## config.mk

```make
export PLATFORM = sky130hd
export DESIGN_NAME = id_ex_reg
export DESIGN_NICKNAME = d
export VERILOG_FILES = /design/src/rtl/id_ex_reg.sv
export SDC_FILE = /design/constraint.sdc
export NUM_CORES = 1
export LEC_CHECK = 0
export BUFFER_PORTS_ARGS = -buffer_cell sky130_fd_sc_hd__buf_4
export CAP_MARGIN = 20
export CORE_AREA = 2 2 124 126
export DETAILED_ROUTE_END_ITERATION = 7
export DIE_AREA = 0 0 126 128
export GPL_TIMING_DRIVEN = 0
export PLACE_DENSITY = 0.7
export SLEW_MARGIN = 10
export SYNTH_ARGS = -nofsm -noshare
export SYNTH_HDL_FRONTEND = slang
export SYNTH_SLANG_ARGS = --single-unit
```

## constraint.sdc

```tcl
create_clock -name clk -period 1.06 [get_ports clk]
set_clock_uncertainty 0.05 [all_clocks]
set_input_delay 0.212 -clock clk [delete_from_list [all_inputs] [get_ports clk]]
set_output_delay 0.212 -clock clk [all_outputs]
set_load 0.02 [all_outputs]
```

## src/rtl/id_ex_reg.sv

```systemverilog
// ID/EX pipeline register: freeze, flush and a valid-qualified control path.
// Optional perf counters under `define ID_EX_PERF_CNT_EN.
module id_ex_reg #(
  parameter int DATA_W = 32,
  parameter int REG_AW = 4
) (
  input  logic              clk,
  input  logic              rst_n,
  input  logic              freeze,
  input  logic              flush,
  input  logic              id_valid,
  input  logic [DATA_W-1:0] id_pc,
  input  logic [DATA_W-1:0] id_val_rn,
  input  logic [DATA_W-1:0] id_val_rm,
  input  logic              id_imm,
  input  logic [11:0]       id_shift_operand,
  input  logic [23:0]       id_signed_imm_24,
  input  logic [REG_AW-1:0] id_dest,
  input  logic [REG_AW-1:0] id_src1,
  input  logic [REG_AW-1:0] id_src2,
  input  logic [3:0]        id_exe_cmd,
  input  logic              id_mem_read,
  input  logic              id_mem_write,
  input  logic              id_wb_en,
  input  logic              id_b,
  input  logic              id_s,
  input  logic              id_carry,
  output logic              ex_valid,
  output logic [DATA_W-1:0] ex_pc,
  output logic [DATA_W-1:0] ex_val_rn,
  output logic [DATA_W-1:0] ex_val_rm,
  output logic              ex_imm,
  output logic [11:0]       ex_shift_operand,
  output logic [23:0]       ex_signed_imm_24,
  output logic [REG_AW-1:0] ex_dest,
  output logic [REG_AW-1:0] ex_src1,
  output logic [REG_AW-1:0] ex_src2,
  output logic [3:0]        ex_exe_cmd,
  output logic              ex_mem_read,
  output logic              ex_mem_write,
  output logic              ex_wb_en,
  output logic              ex_b,
  output logic              ex_s,
  output logic              ex_carry
`ifdef ID_EX_PERF_CNT_EN
  ,
  output logic [15:0]       perf_bubbles,
  output logic [15:0]       perf_freezes,
  output logic [15:0]       perf_insts
`endif
);

  typedef struct packed {
    logic              valid;
    logic [DATA_W-1:0] pc;
    logic [DATA_W-1:0] rn;
    logic [DATA_W-1:0] rm;
    logic              imm;
    logic [11:0]       sh;
    logic [23:0]       off;
    logic [REG_AW-1:0] dest;
    logic [REG_AW-1:0] src1;
    logic [REG_AW-1:0] src2;
    logic [3:0]        cmd;
    logic              mr;
    logic              mw;
    logic              wb;
    logic              b;
    logic              s;
    logic              c;
  } slot_t;

  slot_t r_ex;
  slot_t w_ld;
  slot_t w_nxt;
  logic  w_load;

  assign w_load = !flush && !freeze;

  // Incoming slot; bubbles keep data but drop every control bit.
  always_comb begin
    w_ld.valid = id_valid;
    w_ld.pc    = id_pc;
    w_ld.rn    = id_val_rn;
    w_ld.rm    = id_val_rm;
    w_ld.imm   = id_imm;
    w_ld.sh    = id_shift_operand;
    w_ld.off   = id_signed_imm_24;
    w_ld.dest  = id_dest;
    w_ld.src1  = id_src1;
    w_ld.src2  = id_src2;
    w_ld.cmd   = id_valid ? id_exe_cmd : 4'd0;
    w_ld.mr    = id_valid & id_mem_read;
    w_ld.mw    = id_valid & id_mem_write;
    w_ld.wb    = id_valid & id_wb_en;
    w_ld.b     = id_valid & id_b;
    w_ld.s     = id_valid & id_s;
    w_ld.c     = id_carry;
  end

  // Flush beats freeze: a branch kill must not be held back.
  always_comb begin
    w_nxt = r_ex;
    priority case (1'b1)
      flush:   w_nxt = '0;
      freeze:  w_nxt = r_ex;
      default: w_nxt = w_ld;
    endcase
  end

  // Slot register.
  always_ff @(posedge clk) begin
    if (!rst_n) r_ex <= '0;
    else        r_ex <= w_nxt;
  end

  assign ex_valid         = r_ex.valid;
  assign ex_pc            = r_ex.pc;
  assign ex_val_rn        = r_ex.rn;
  assign ex_val_rm        = r_ex.rm;
  assign ex_imm           = r_ex.imm;
  assign ex_shift_operand = r_ex.sh;
  assign ex_signed_imm_24 = r_ex.off;
  assign ex_dest          = r_ex.dest;
  assign ex_src1          = r_ex.src1;
  assign ex_src2          = r_ex.src2;
  assign ex_exe_cmd       = r_ex.cmd;
  assign ex_mem_read      = r_ex.mr;
  assign ex_mem_write     = r_ex.mw;
  assign ex_wb_en         = r_ex.wb;
  assign ex_b             = r_ex.b;
  assign ex_s             = r_ex.s;
  assign ex_carry         = r_ex.c;

`ifdef ID_EX_PERF_CNT_EN
  logic [15:0] r_bub;
  logic [15:0] r_frz;
  logic [15:0] r_ins;
  logic        w_bub;
  logic        w_frz;
  logic        w_ins;

  assign w_bub = flush || (w_load && !id_valid);
  assign w_frz = freeze && !flush;
  assign w_ins = w_load && id_valid;

  // Saturating event counters.
  always_ff @(posedge clk) begin
    if (!rst_n) begin
      r_bub <= '0;
      r_frz <= '0;
      r_ins <= '0;
    end else begin
      if (w_bub && r_bub != 16'hFFFF) r_bub <= r_bub + 16'd1;
      if (w_frz && r_frz != 16'hFFFF) r_frz <= r_frz + 16'd1;
      if (w_ins && r_ins != 16'hFFFF) r_ins <= r_ins + 16'd1;
    end
  end

  assign perf_bubbles = r_bub;
  assign perf_freezes = r_frz;
  assign perf_insts   = r_ins;
`endif

endmodule
```

=== After elaboration in Yosys (flattened, before gate mapping) ===
Cells that the tools add are included.

* Input port bits: 160
* Bits in latches: 0
* Bits in read-only memories: 0
* Memory bits (writable): 0
* Word-level logic and storage cells: 25
* Memories: 0
* Output and inout port bits: 156
* Flip-flop bits (word level): 156

* Bitwise operators: 6
* Multiplexer cells: 1
* $add $sub $neg: 0
* Equal/unequal tests: 0
* Shift operators: 0
* Multiply operators: 0
* Divide/modulo/power cells: 0
* Order comparisons: 0
* Reductions and logical operators: 1

{| class="wikitable"
|+ Operators with widths
! operator !! number
|-
| $and 1x1->1 || 5
|-
| $mux 4 || 1
|-
| $reduce_or 2->1 || 1
|-
| $not 1->1 || 1
|}

=== Depth between registers and ports, before layout ===
Gate-level depths: netlist (run 1).

* Word-level depth: 2
* Depth in mapped cells: 5
* Mapped depth without buffers: 2

=== Least setup slack after synthesis (run 1) ===
OpenSTA, ideal clock, no wires.

* Kind: in2reg
* From: input port freeze
* To: register r_ex (netlist bit ex_shift_operand[11])
* Arrival time: 816 ps
* Cell stages on the path: 5
* Setup slack: 66 ps
* Data required time: 882 ps
* Path buffers: 3
* Setup time: 128 ps
* Cell sequence: buf_6 > buf_12 > buf_12 > mux2i_1 > nor2_1

{| class="wikitable"
|+ RTL lines
! element !! line !! source
|-
| from (decl) || 9 || <nowiki>input logic freeze,</nowiki>
|-
| to (signal assigned) || 114 || <nowiki>else r_ex <= w_nxt;</nowiki>
|-
| to (decl) || 73 || <nowiki>slot_t r_ex;</nowiki>
|}

=== Worst setup path in the final report (run 1) ===
* From: register r_ex (netlist bit ex_val_rm[28])
* To: output port ex_val_rm[28]

{| class="wikitable"
|+ RTL lines
! element !! line !! source
|-
| to (decl) || 31 || <nowiki>output logic [DATA_W-1:0] ex_val_rm,</nowiki>
|}

No word-level cell between the ends.

==> results of run 1 <==
==> area by class of cell <==
type                            count  area, sq um  share of cell area [%]
Clock inverter                     14          110                   0.985
Tap cell                          188          235                    2.10
Timing Repair Buffer              475         4490                    40.1
Sequential cell                   156         3320                    29.7
Multi-Input combinational cell    322         2180                    19.5
Buffer                             37          412                    3.68
Clock buffer                       18          439                    3.93
Antenna cell                        1         2.50                  0.0224
==> flip-flops by register name, indices dropped and copies added (netlist names) <==
signal	count
ex_mem_write	1
ex_wb_en	1
ex_signed_imm_24	24
ex_src2	4
ex_exe_cmd	4
ex_dest	4
ex_shift_operand	12
ex_mem_read	1
ex_s	1
ex_b	1
ex_pc	32
ex_imm	1
ex_carry	1
ex_valid	1
ex_val_rm	32
ex_val_rn	32
ex_src1	4
==> power groups by stage <==
stage                     Sequential, mW  Clock, mW  Combinational (mW)
after floorplan                     6.50          0               0.732
after global placement              6.28          0                1.81
after detailed placement            6.29          0                1.85
after CTS                           6.22       5.73                2.39
after global routing                6.25       6.04                2.62
final                               6.23       5.66                2.48
==> worst max path at each step <==
| stage | startpoint | endpoint | slack [ns] | depth (start not counted) |
|---|---|---|---|---|
| floorplan | freeze | ex_shift_operand[11] | 0.07 | 5 |
| global placement | rst_n | ex_shift_operand[9] | -0.48 | 5 |
| detailed placement | rst_n | ex_shift_operand[7] | -0.54 | 5 |
| CTS | ex_pc[1] | ex_pc[1] | -0.12 | 1 |
| global route | ex_signed_imm_24[0] | ex_signed_imm_24[0] | -0.13 | 1 |
| finish | ex_val_rm[28] | ex_val_rm[28] | -0.10 | 1 |
==> per-stage QoR <==
stage	hold WS (ns)	util, %	instances
after detailed placement	0.399	55.8	1016
after CTS	0.000223	74.2	1191
after global placement	0.390	55.8	1016
after global routing	0.0128	75.2	1211
final	0.0124	75.2	1211
after floorplan	0.306	-	515
==> per-layer routing <==
layer	vias up	routed length [um]
met1	2641	7470
met3	40	1640
met2	242	10600
met5	-	0
met4	0	571
li1	2699	-
==> logic make-up after synthesis <==
logic type      after synthesis
flops                       156
compound gates                9
buf+inv                      37
mux                         147
simple gates                166
==> cell usage in the layout (no fill, tap or decap) <==
cell and n:
a21oi_1 9, buf_8 6, nand2_1 9, diode_2 1, buf_6 158, clkbuf_1 1, inv_8 2, nand2b_1 1
clkinvlp_4 5, clkbuf_8 1, dlygate4sd3_1 134, buf_12 10, dfxtp_2 156, mux2i_1 147, clkinv_2 3, buf_4 187
inv_6 3, buf_2 15, clkbuf_16 17, nor2_1 147, clkinv_4 1, clkbuf_2 1, nand3b_1 9
==> timing repair <==
action                                 4_1_cts  5_1_grt
buffers inserted                            10       18
hold buffers                               133        1
endpoints found under the hold margin      133        1
setup endpoints to repair                  166      156
gates resized for setup                    313        0
==> results by group, run 1 <==
Global route
  • Gr ovfl total: 0
  • GRT Util Overall: 23.9%
  • Grt met1 use: 24.6%
  • Global route hottest layer: met2
  • M3 GR Usage: 7.60%
  • Number of global-route vias before repair: between 6000 and 7000
  • Initial antenna violation count: 1
  • Met2 Use GR: 44.8%
  • Pin count of the biggest net entering global routing: 17
  • First-pass GRT wire length: roughly 31000 um

Timing
  • Hold Fails Final Rpt: 0
  • RSZ-0062 raised after global routing: true
  • Final slew viol count: 0
  • Fin crit period: 1.16 ns
  • Setup TNS: -10.74 ns
  • Slew Limit Headroom: 74.5%
  • Setup WS post-layout: -0.100 ns
  • Fin crit share: 109%
  • Slew at the pin closest to its max-slew limit: 0.383 ns
  • # setup viols final: 156
  • Fmax: 862 MHz

Logic synthesis
  • Leading post-synthesis cells by cell area: dfxtp_1, mux2i_1, nor2_1
  • Synth Area in Adders: 0%
  • Sequential area share after synthesis: 54.7%
  • Count leader, synth: dfxtp_1
  • Mean Syn Cell Area: 11.1 sq um
  • Most instantiated cells after synthesis: dfxtp_1, mux2i_1, nor2_1
  • EDFF count, synth: 0
  • Main combinational cell family by area after synthesis: multiplexers
  • Yosys reg bits: 156
  • Syn nets: 675
  • Top-area cell type share of the netlist area: 54.7%
  • Synth Cell Area: 0.00571 sq mm
  • Mux share of post-synthesis cell area: 25.8%
  • Post-Syn Instances: 515
  • Ys flop type: dfxtp_1
  • Synth Area in Compound Gates: less than 1%
  • Synth Area in XOR/XNOR: 0%
  • Post-Synth Simple-Gate Area: 11.5%
  • Synth warnings: 0
  • Area leader, netlist: dfxtp_1
  • Asr flop ratio synth: 0%
  • Yosys cell types: 13

Worst hold path
  • Min-Delay Endpoint: ex_signed_imm_24[14]
  • Worst min path class: in2reg
  • Hold_sp: id_signed_imm_24[14]
  • Worst hold path cell count: 3

Die
  • Die W: 126 um
  • Initial core utilization: 38.4%
  • Total core area: roughly 0.015 sq mm
  • Die area: about 0.016 sq mm
  • Row count: 45
  • DIE HEIGHT: 128 um
  • IO Pins: 316

Placed design
  • Post-DP HPWL: 12400 um
  • Number of port buffers: 313
  • Placed Area: 0.00829 sq mm
  • Gp weighted congestion: between 0.8 and 0.9
  • Dpl ws: -0.542 ns

Critical path
  • Slowest CP cell: dfxtp_2
  • Worst Reg-to-Reg Cells: 3
  • CP endpoint kind: primary output
  • Crit path max-delay family: flip-flops
  • R2r endpoint: ex_shift_operand[3]
  • Crit Path Category: reg2out
  • Crit start category: register
  • CP cell instances: buf_6
  • Crit path max fanout: 2
  • Slowest stage delay, CP: ~0.36 ns
  • Worst reg2reg path startpoint: ex_shift_operand[3]
  • CP bufs+invs: 1
  • R2r setup slk: 0.16 ns
  • Req. time, crit path: 0.80 ns
  • Arrival @ worst endpoint: 0.90 ns

Run status
  • Failing checks: setup timing
  • Outcome: finished with violations

Clocking
  • Clk buf depth: 2
  • CTS Root Cell: clkbuf_16
  • CTS tree: built
  • CTS H-tree depth: 4
  • Clock Latency Late Sink: 0.41 ns
  • Clock slew at reported path FFs: 0.07 ns
  • Cts bufs inserted: 17
  • Num Clock Sinks: 156

Final layout
  • Layout cells sized above 1: 55.3%
  • Fillers: 885
  • Final nets: ~1200
  • Design Area, Final: 0.0112 sq mm
  • Synth-to-Final Area Change: 95.8%

Power
  • Comb power frac: between 15 and 20%
  • Switch share: between 20% and 30%
  • Internal: 10.7 mW
  • Seq pwr share: 43.4%
  • Worst VDD drop: 0.00113 V
  • Clock share of power: 39.4%
  • Power Density: 1290 mW/mm^2
  • Lkg Pwr: 5.32 nW
  • Pwr Total: 14.4 mW
  • P_sw: 3.70 mW

Drt
  • Routed len/inst: about 17 um
  • Final WL: 20300 um
  • Routed vias: 5622
  • Remaining DRCs: 0
  • Routed Antenna Nets: 0
  • Initial DRC Count: 150
  • Vias per cell: 4.64
  • Drt pass-1 iters: 4

Job
  • Max Cap Violations: 0
(Power assumes the default switching activity.)
==> run 2: changes to the inputs <==
- ABC_AREA: unset -> 1
- CORE_AREA: 2 2 124 126 -> 2 2 122 124
- DIE_AREA: 0 0 126 128 -> 0 0 124 126
==> results by group, run 2 <==
Run status
  • Outcome: finished with violations
  • Failing checks: setup timing

Global route
  • Gr ovfl total: 0 (unchanged)
  • GRT Util Overall: 27.8% (+3.9 points)
  • First-pass GRT wire length: 33700 um (+10%)
  • Number of global-route vias before repair: 6791 (+12%)
  • Initial antenna violation count: 0 (-1)
  • Pin count of the biggest net entering global routing: 17 (unchanged)

Clocking
  • Num Clock Sinks: 156 (unchanged)
  • CTS H-tree depth: 4 (unchanged)
  • Cts bufs inserted: 17 (unchanged)
  • CTS tree: built
  • Clock slew at reported path FFs: 0.06 ns (about the same)
  • CTS Root Cell: clkbuf_16
  • Clk buf depth: 2 (unchanged)
  • Clock Latency Late Sink: 0.41 ns (about the same)

Placed design
  • Gp weighted congestion: 0.821 (-0.57%)
  • Number of port buffers: 314 (+0.32%)
  • Placed Area: 0.00798 sq mm (-3.7%)
  • Post-DP HPWL: 13000 um (+4.9%)

Power
  • Internal: 11.5 mW (+7.9%)
  • Seq pwr share: 41.5% (-1.9 points)
  • Lkg Pwr: 4.91 nW (-7.7%)
  • Comb power frac: 15.4% (-1.9 points)
  • Clock share of power: 43.1% (+3.7 points)
  • P_sw: 3.47 mW (-6.2%)
  • Switch share: 23.2% (-2.6 points)
  • Worst VDD drop: 0.00135 V (+20%)
  • Power Density: 1360 mW/mm^2 (+5.9%)

Critical path
  • Slowest CP cell: dfxtp_2
  • Crit start category: register
  • CP cell instances: buf_6
  • R2r setup slk: 0.15 ns (about the same)
  • Crit path max fanout: 2 (unchanged)
  • Crit path max-delay family: flip-flops
  • CP endpoint kind: primary output
  • CP bufs+invs: 1 (unchanged)
  • Req. time, crit path: 0.80 ns (about the same)
  • Crit Path Category: reg2out
  • Slowest stage delay, CP: 0.36 ns (about the same)
  • Arrival @ worst endpoint: 0.91 ns (about the same)

Timing
  • Hold Fails Final Rpt: 0 (unchanged)
  • Fin crit period: 1.17 ns (+0.00664 ns)
  • RSZ-0062 raised after global routing: true
  • Slew Limit Headroom: 62.8% (-12 points)
  • Fin Hold WS: 0.00110 ns (-0.0113 ns)
  • Fmax: 857 MHz (-0.57%)
  • Setup TNS: -10.94 ns (-0.191 ns)
  • Fin crit share: 110% (+0.63 points)
  • Setup WS post-layout: -0.107 ns (-0.00664 ns)
  • # setup viols final: 156 (unchanged)
  • Slew at the pin closest to its max-slew limit: 0.558 ns (+0.175 ns)
  • Final slew viol count: 0 (unchanged)

Final layout
  • Synth-to-Final Area Change: 104%
  • Most common cell after layout, fill and taps aside: nand2_1
  • Fillers: 920 (+4.0%)
  • Layout cells sized above 1: 48.7% (-6.6 points)
  • ANT cells: 0 (-1)
  • Final nets: 1342 (+15%)
  • Most frequent cells in the layout: nand2_1, buf_4, buf_6
  • Design Area, Final: 0.0110 sq mm (-1.6%)

Logic synthesis
  • Synth warnings: 0 (unchanged)
  • Synth Area in Compound Gates: 14.5% (+14 points)
  • Sequential area share after synthesis: 57.9% (+3.2 points)
  • Post-Syn Instances: 679 (+32%)
  • Syn nets: 839 (+24%)
  • Main combinational cell family by area after synthesis: simple AND/OR/NAND/NOR gates
  • Synth Area in XOR/XNOR: 0% (unchanged)
  • Synth Area in Adders: 0% (unchanged)
  • Ys flop type: dfxtp_1
  • Mux share of post-synthesis cell area: 0% (-26 points)
  • Most instantiated cells after synthesis: nand2_1, a21oi_1, dfxtp_1
  • Area leader, netlist: dfxtp_1
  • Leading post-synthesis cells by cell area: dfxtp_1, nand2_1, a21oi_1
  • Post-Synth Simple-Gate Area: 22.0% (+10 points)
  • Yosys cell types: 10 (-3)
  • EDFF count, synth: 0 (unchanged)
  • Mean Syn Cell Area: 7.95 sq um (-28%)
  • Yosys reg bits: 156 (unchanged)
  • Count leader, synth: nand2_1
  • Asr flop ratio synth: 0% (unchanged)
  • Top-area cell type share of the netlist area: 57.9% (+3.2 points)
  • Synth Cell Area: 0.00540 sq mm (-5.5%)

Die
  • IO Pins: 316 (unchanged)
  • Die W: 124 um (-1.6%)
  • DIE HEIGHT: 126 um (-1.6%)
  • Initial core utilization: 37.7% (-0.71 points)
  • Row count: 44 (-2.2%)
  • Die area: 0.0156 sq mm (-3.1%)
  • Total core area: 0.0143 sq mm (-3.7%)

Drt
  • Remaining DRCs: 0 (unchanged)
  • Initial DRC Count: 319 (+110%)
  • Final WL: 22800 um (+13%)
  • Routed Antenna Nets: 0 (unchanged)
  • Vias per cell: 4.86 (+4.7%)
  • Routed vias: 6690 (+19%)
  • Routed len/inst: 16.6 um (-0.93%)
  • Drt pass-1 iters: 5 (+1)

Worst hold path
  • Worst min path class: in2reg

Job
  • Max Cap Violations: 0 (unchanged)
## run 2: changes by cell type after synthesis, sizes merged
cell | previous run | this run
nand3b | 9 | 0
nand3 | 0 | 9
buf | 35 | 42
nor2 | 147 | 0
inv | 0 | 2
nand2b | 1 | 0
mux2i | 147 | 0
clkbuf | 2 | 10
nand2 | 9 | 304
a21oi | 9 | 156
## run 2: worst paths after layout
check / cells after the start / from / to
max: 1 / ex_val_rn[22] / ex_val_rn[22]
min: 3 / id_pc[7] / ex_pc[7]
max reg2reg: 3 / ex_shift_operand[5] / ex_shift_operand[5]
min reg2reg: 2 / ex_pc[22] / ex_pc[22]
## run 2: repair_timing
item | 4_1_cts | 5_1_grt
resized for setup | 312 | 8
hold buffers | 135 | 0
hold endpoints to repair | 135 | 0
setup buffers | 8 | 27
setup endpoints to repair | 156 | 187
## run 2: logic make-up after synthesis
family          count (synthesis)
compound gates                156
buf+inv                        54
flops                         156
simple gates                  313
## run 2: metal layers
metal  up-vias  share of wire (%)  GRT usage [%]
li1       3180                  -              -
met1      3142                 36           29.7
met2       290                 53           49.0
met3        78                6.2           7.38
met4         0                4.3           15.3
met5         -                  0              0
## run 2: cell type report
cell class | count | area, sq um | share of cell area (%)
Multi-Input combinational cell | 469 | 1970 | 17.9
Clock inverter | 7 | 138 | 1.25
Tap cell | 184 | 230 | 2.09
Buffer | 52 | 304 | 2.76
Sequential cell | 156 | 3320 | 30.1
Timing Repair Buffer | 484 | 4560 | 41.4
Inverter | 2 | 7.51 | 0.0682
Clock buffer | 22 | 484 | 4.40
## run 2: stage by stage
| step | std cells | worst slack (ns) | power (mW) | util [%] |
|---|---|---|---|---|
| 4_1_cts | 1349 | -0.114 | 14.9 | 75.4 |
| 2_1_floorplan | 679 | 0.0914 | 7.01 | - |
| 6_report | 1376 | -0.107 | 15.0 | 76.9 |
| 3_3_place_gp | 1177 | -0.372 | 7.91 | 55.8 |
| 3_5_place_dp | 1177 | -0.397 | 7.93 | 55.8 |
| 5_1_grt | 1376 | -0.136 | 15.5 | 76.9 |
## run 2: worst min-delay path: cells and delay by family
kind / cells / cell delay [ns]
buffers and inverters: 1 / 0.11
and+or+nand+nor: 1 / 0.05
AOI/OAI and AO/OA: 1 / 0.05
## run 2: power groups by stage
stage | Combinational [mW] | Sequential (mW) | Clock, mW
after floorplan | 0.522 | 6.48 | 0
after global placement | 1.65 | 6.26 | 0
after detailed placement | 1.66 | 6.27 | 0
after CTS | 2.20 | 6.21 | 6.53
after global routing | 2.45 | 6.23 | 6.78
final | 2.31 | 6.22 | 6.46
==> run 3: changes to the inputs <==
- CORE_AREA: 2 2 122 124 -> unset
- CORE_ASPECT_RATIO: unset -> 0.8
- CORE_UTILIZATION: unset -> 35
- DIE_AREA: 0 0 124 126 -> unset
- PLACE_DENSITY: 0.7 -> 0.65
==> results by group, run 3 (synthesized netlist as in run 2, its figures left out) <==
Run status
  • Outcome: finished with violations
  • Failing checks: setup timing

Critical path
  • Slowest stage delay, CP: 0.35 ns (about the same)
  • R2r setup slk: 0.17 ns (+0.02 ns)
  • Worst Reg-to-Reg Cells: 4 (+1)
  • Crit Path Category: reg2out
  • Crit path max-delay family: flip-flops
  • Arrival @ worst endpoint: 0.89 ns (-0.02 ns)
  • Req. time, crit path: 0.80 ns (about the same)
  • Crit start category: register
  • Number of cells on the critical path: 1 (unchanged)
  • Crit path max fanout: 2 (unchanged)
  • CP cell instances: buf_6
  • Slowest CP cell: dfxtp_2
  • R2r endpoint: ex_pc[3]
  • Worst reg2reg path startpoint: ex_pc[3]
  • CP endpoint kind: primary output
  • CP bufs+invs: 1 (unchanged)

Die
  • Row count: 40 (-9.1%)
  • Die area: 0.0159 sq mm (+1.9%)
  • IO Pins: 316 (unchanged)
  • Initial core utilization: 35.9% (-1.8 points)
  • Die W: 141 um (+14%)
  • Total core area: 0.0150 sq mm (+4.9%)
  • DIE HEIGHT: 113 um (-10%)

Power
  • P_sw: 3.52 mW (+1.3%)
  • Comb power frac: 16.3% (+0.9 points)
  • Clock share of power: 40.8% (-2.3 points)
  • Internal: 11.0 mW (-4.7%)
  • Seq pwr share: 42.9% (+1.4 points)
  • Pwr Total: 14.5 mW (-3.3%)
  • Lkg Pwr: 4.98 nW (+1.6%)
  • Power Density: 1300 mW/mm^2 (-4.5%)
  • Worst VDD drop: 0.00109 V (-20%)
  • Switch share: 24.3% (+1.1 points)

Timing
  • Setup WS post-layout: -0.0955 ns (+0.0115 ns)
  • Fmax: 865 MHz (+1.0%)
  • Slew at the pin closest to its max-slew limit: 0.513 ns (-0.0448 ns)
  • RSZ-0062 raised after global routing: true
  • Fin crit share: 109% (-1.1 points)
  • Hold Fails Final Rpt: 0 (unchanged)
  • # setup viols final: 156 (unchanged)
  • Slew Limit Headroom: 65.8% (+3.0 points)
  • Final slew viol count: 0 (unchanged)
  • Fin crit period: 1.16 ns (-0.0115 ns)

Final layout
  • Final nets: 1365 (+1.7%)
  • Most frequent cells in the layout: nand2_1, buf_4, buf_6
  • Layout cells sized above 1: 48.8% (+0.11 points)
  • Most common cell after layout, fill and taps aside: nand2_1
  • Synth-to-Final Area Change: 106%
  • Design Area, Final: 0.0111 sq mm (+1.2%)

Clocking
  • CTS Root Cell: clkbuf_16
  • Num Clock Sinks: 156 (unchanged)
  • CTS tree: built
  • Clock Latency Late Sink: 0.41 ns (about the same)
  • Clk buf depth: 2 (unchanged)
  • Clock slew at reported path FFs: 0.06 ns (about the same)
  • CTS H-tree depth: 4 (unchanged)
  • Cts bufs inserted: 17 (unchanged)

Placed design
  • Dpl ws: -0.390 ns (+0.00674 ns)
  • Placed Area: 0.00799 sq mm (about the same)
  • Gp weighted congestion: 0.778 (-5.3%)
  • Number of port buffers: 314 (unchanged)
  • Post-DP HPWL: 12900 um (-1.3%)

Drt
  • Met2 WL post-DR: 11500 um (-5.5%)
  • Drt pass-1 iters: 4 (-1)
  • Remaining DRCs: 0 (unchanged)
  • Met1 wire length: 8610 um (+4.5%)
  • Initial DRC Count: 329 (+3.1%)
  • Final WL: 22700 um (-0.40%)
  • Met3 routed WL: 1580 um (+12%)
  • Top Metal Used: met4
  • Routed vias: 6719 (+0.43%)
  • Routed Antenna Nets: 0 (unchanged)
  • Vias per cell: 4.78 (-1.7%)
  • Routed len/inst: 16.2 um (-2.5%)

Worst hold path
  • Worst min path class: in2reg
  • Hold_sp: id_val_rn[21]
  • Worst hold path cell count: 3 (unchanged)
  • Min-Delay Endpoint: ex_val_rn[21]

Global route
  • Gr ovfl total: 0 (unchanged)
  • Number of global-route vias before repair: 6694 (-1.4%)
  • GRT Util Overall: 26.7% (-1.1 points)
  • Initial antenna violation count: 1 (+1)
  • Pin count of the biggest net entering global routing: 17 (unchanged)
  • First-pass GRT wire length: 33000 um (-1.9%)

Job
  • Max Cap Violations: 0 (unchanged)
-- run 3: cell types whose count changed in the layout (fill, tap and decap cells not counted) --
cell | previous run | this run
clkinvlp_4 | 1 | 2
diode_2 | 0 | 1
buf_4 | 211 | 228
clkinv_4 | 0 | 1
clkbuf_1 | 7 | 12
clkinv_2 | 2 | 1
bufinv_16 | 4 | 2
dlygate4sd3_1 | 135 | 141
clkbuf_2 | 4 | 3
clkbuf_8 | 4 | 2
-- run 3: timing repair --
action                     in CTS  in global routing
hold buffers                  141                  0
resized for setup             312                  6
setup buffers                  15                 37
setup endpoints to repair     156                172
hold endpoints to repair      141                  0
-- run 3: cell type report --
class | count | area, sq um
Timing Repair Buffer | 507 | 4740
Tap cell | 189 | 236
Clock buffer | 24 | 472
Clock inverter | 6 | 88.8
Sequential cell | 156 | 3320
Antenna cell | 1 | 2.50
Buffer | 52 | 303
Inverter | 2 | 7.51
Multi-Input combinational cell | 469 | 1970
Fill cell | 1028 | 3870
-- run 3: per-layer routing --
metal | global-route usage [%] | vias up
li1 | - | 3224
met1 | 28.3 | 3128
met2 | 48.3 | 288
met3 | 7.53 | 79
met4 | 14.3 | 0
met5 | 0 | -
-- run 3: worst max path at each step --
stage | from | endpoint
global route | ex_val_rm[24] | ex_val_rm[24]
global placement | rst_n | ex_val_rm[21]
finish | ex_val_rm[5] | ex_val_rm[5]
detailed placement | rst_n | ex_signed_imm_24[14]
CTS | ex_pc[25] | ex_pc[25]
floorplan | flush | ex_shift_operand[0]
-- run 3: power groups by stage --
| stage | Combinational [mW] | Clock, mW | Sequential (mW) |
|---|---|---|---|
| global placement | 1.65 | 0 | 6.26 |
| global route | 2.50 | 6.25 | 6.23 |
| finish | 2.36 | 5.92 | 6.21 |
| detailed placement | 1.65 | 0 | 6.27 |
| CTS | 2.22 | 5.99 | 6.20 |
| floorplan | 0.522 | 0 | 6.48 |
-- run 3: metrics by stage --
stage	TNS, ns	instances	util (%)	hold WS (ns)
after floorplan	0	679	-	0.305
after global placement	-38.92	1182	53.2	0.395
after detailed placement	-39.50	1182	53.2	0.402
after CTS	-13.03	1368	72.3	0.000525
after global routing	-15.07	1406	74.2	0.0148
final	-11.04	1406	74.2	0.0122
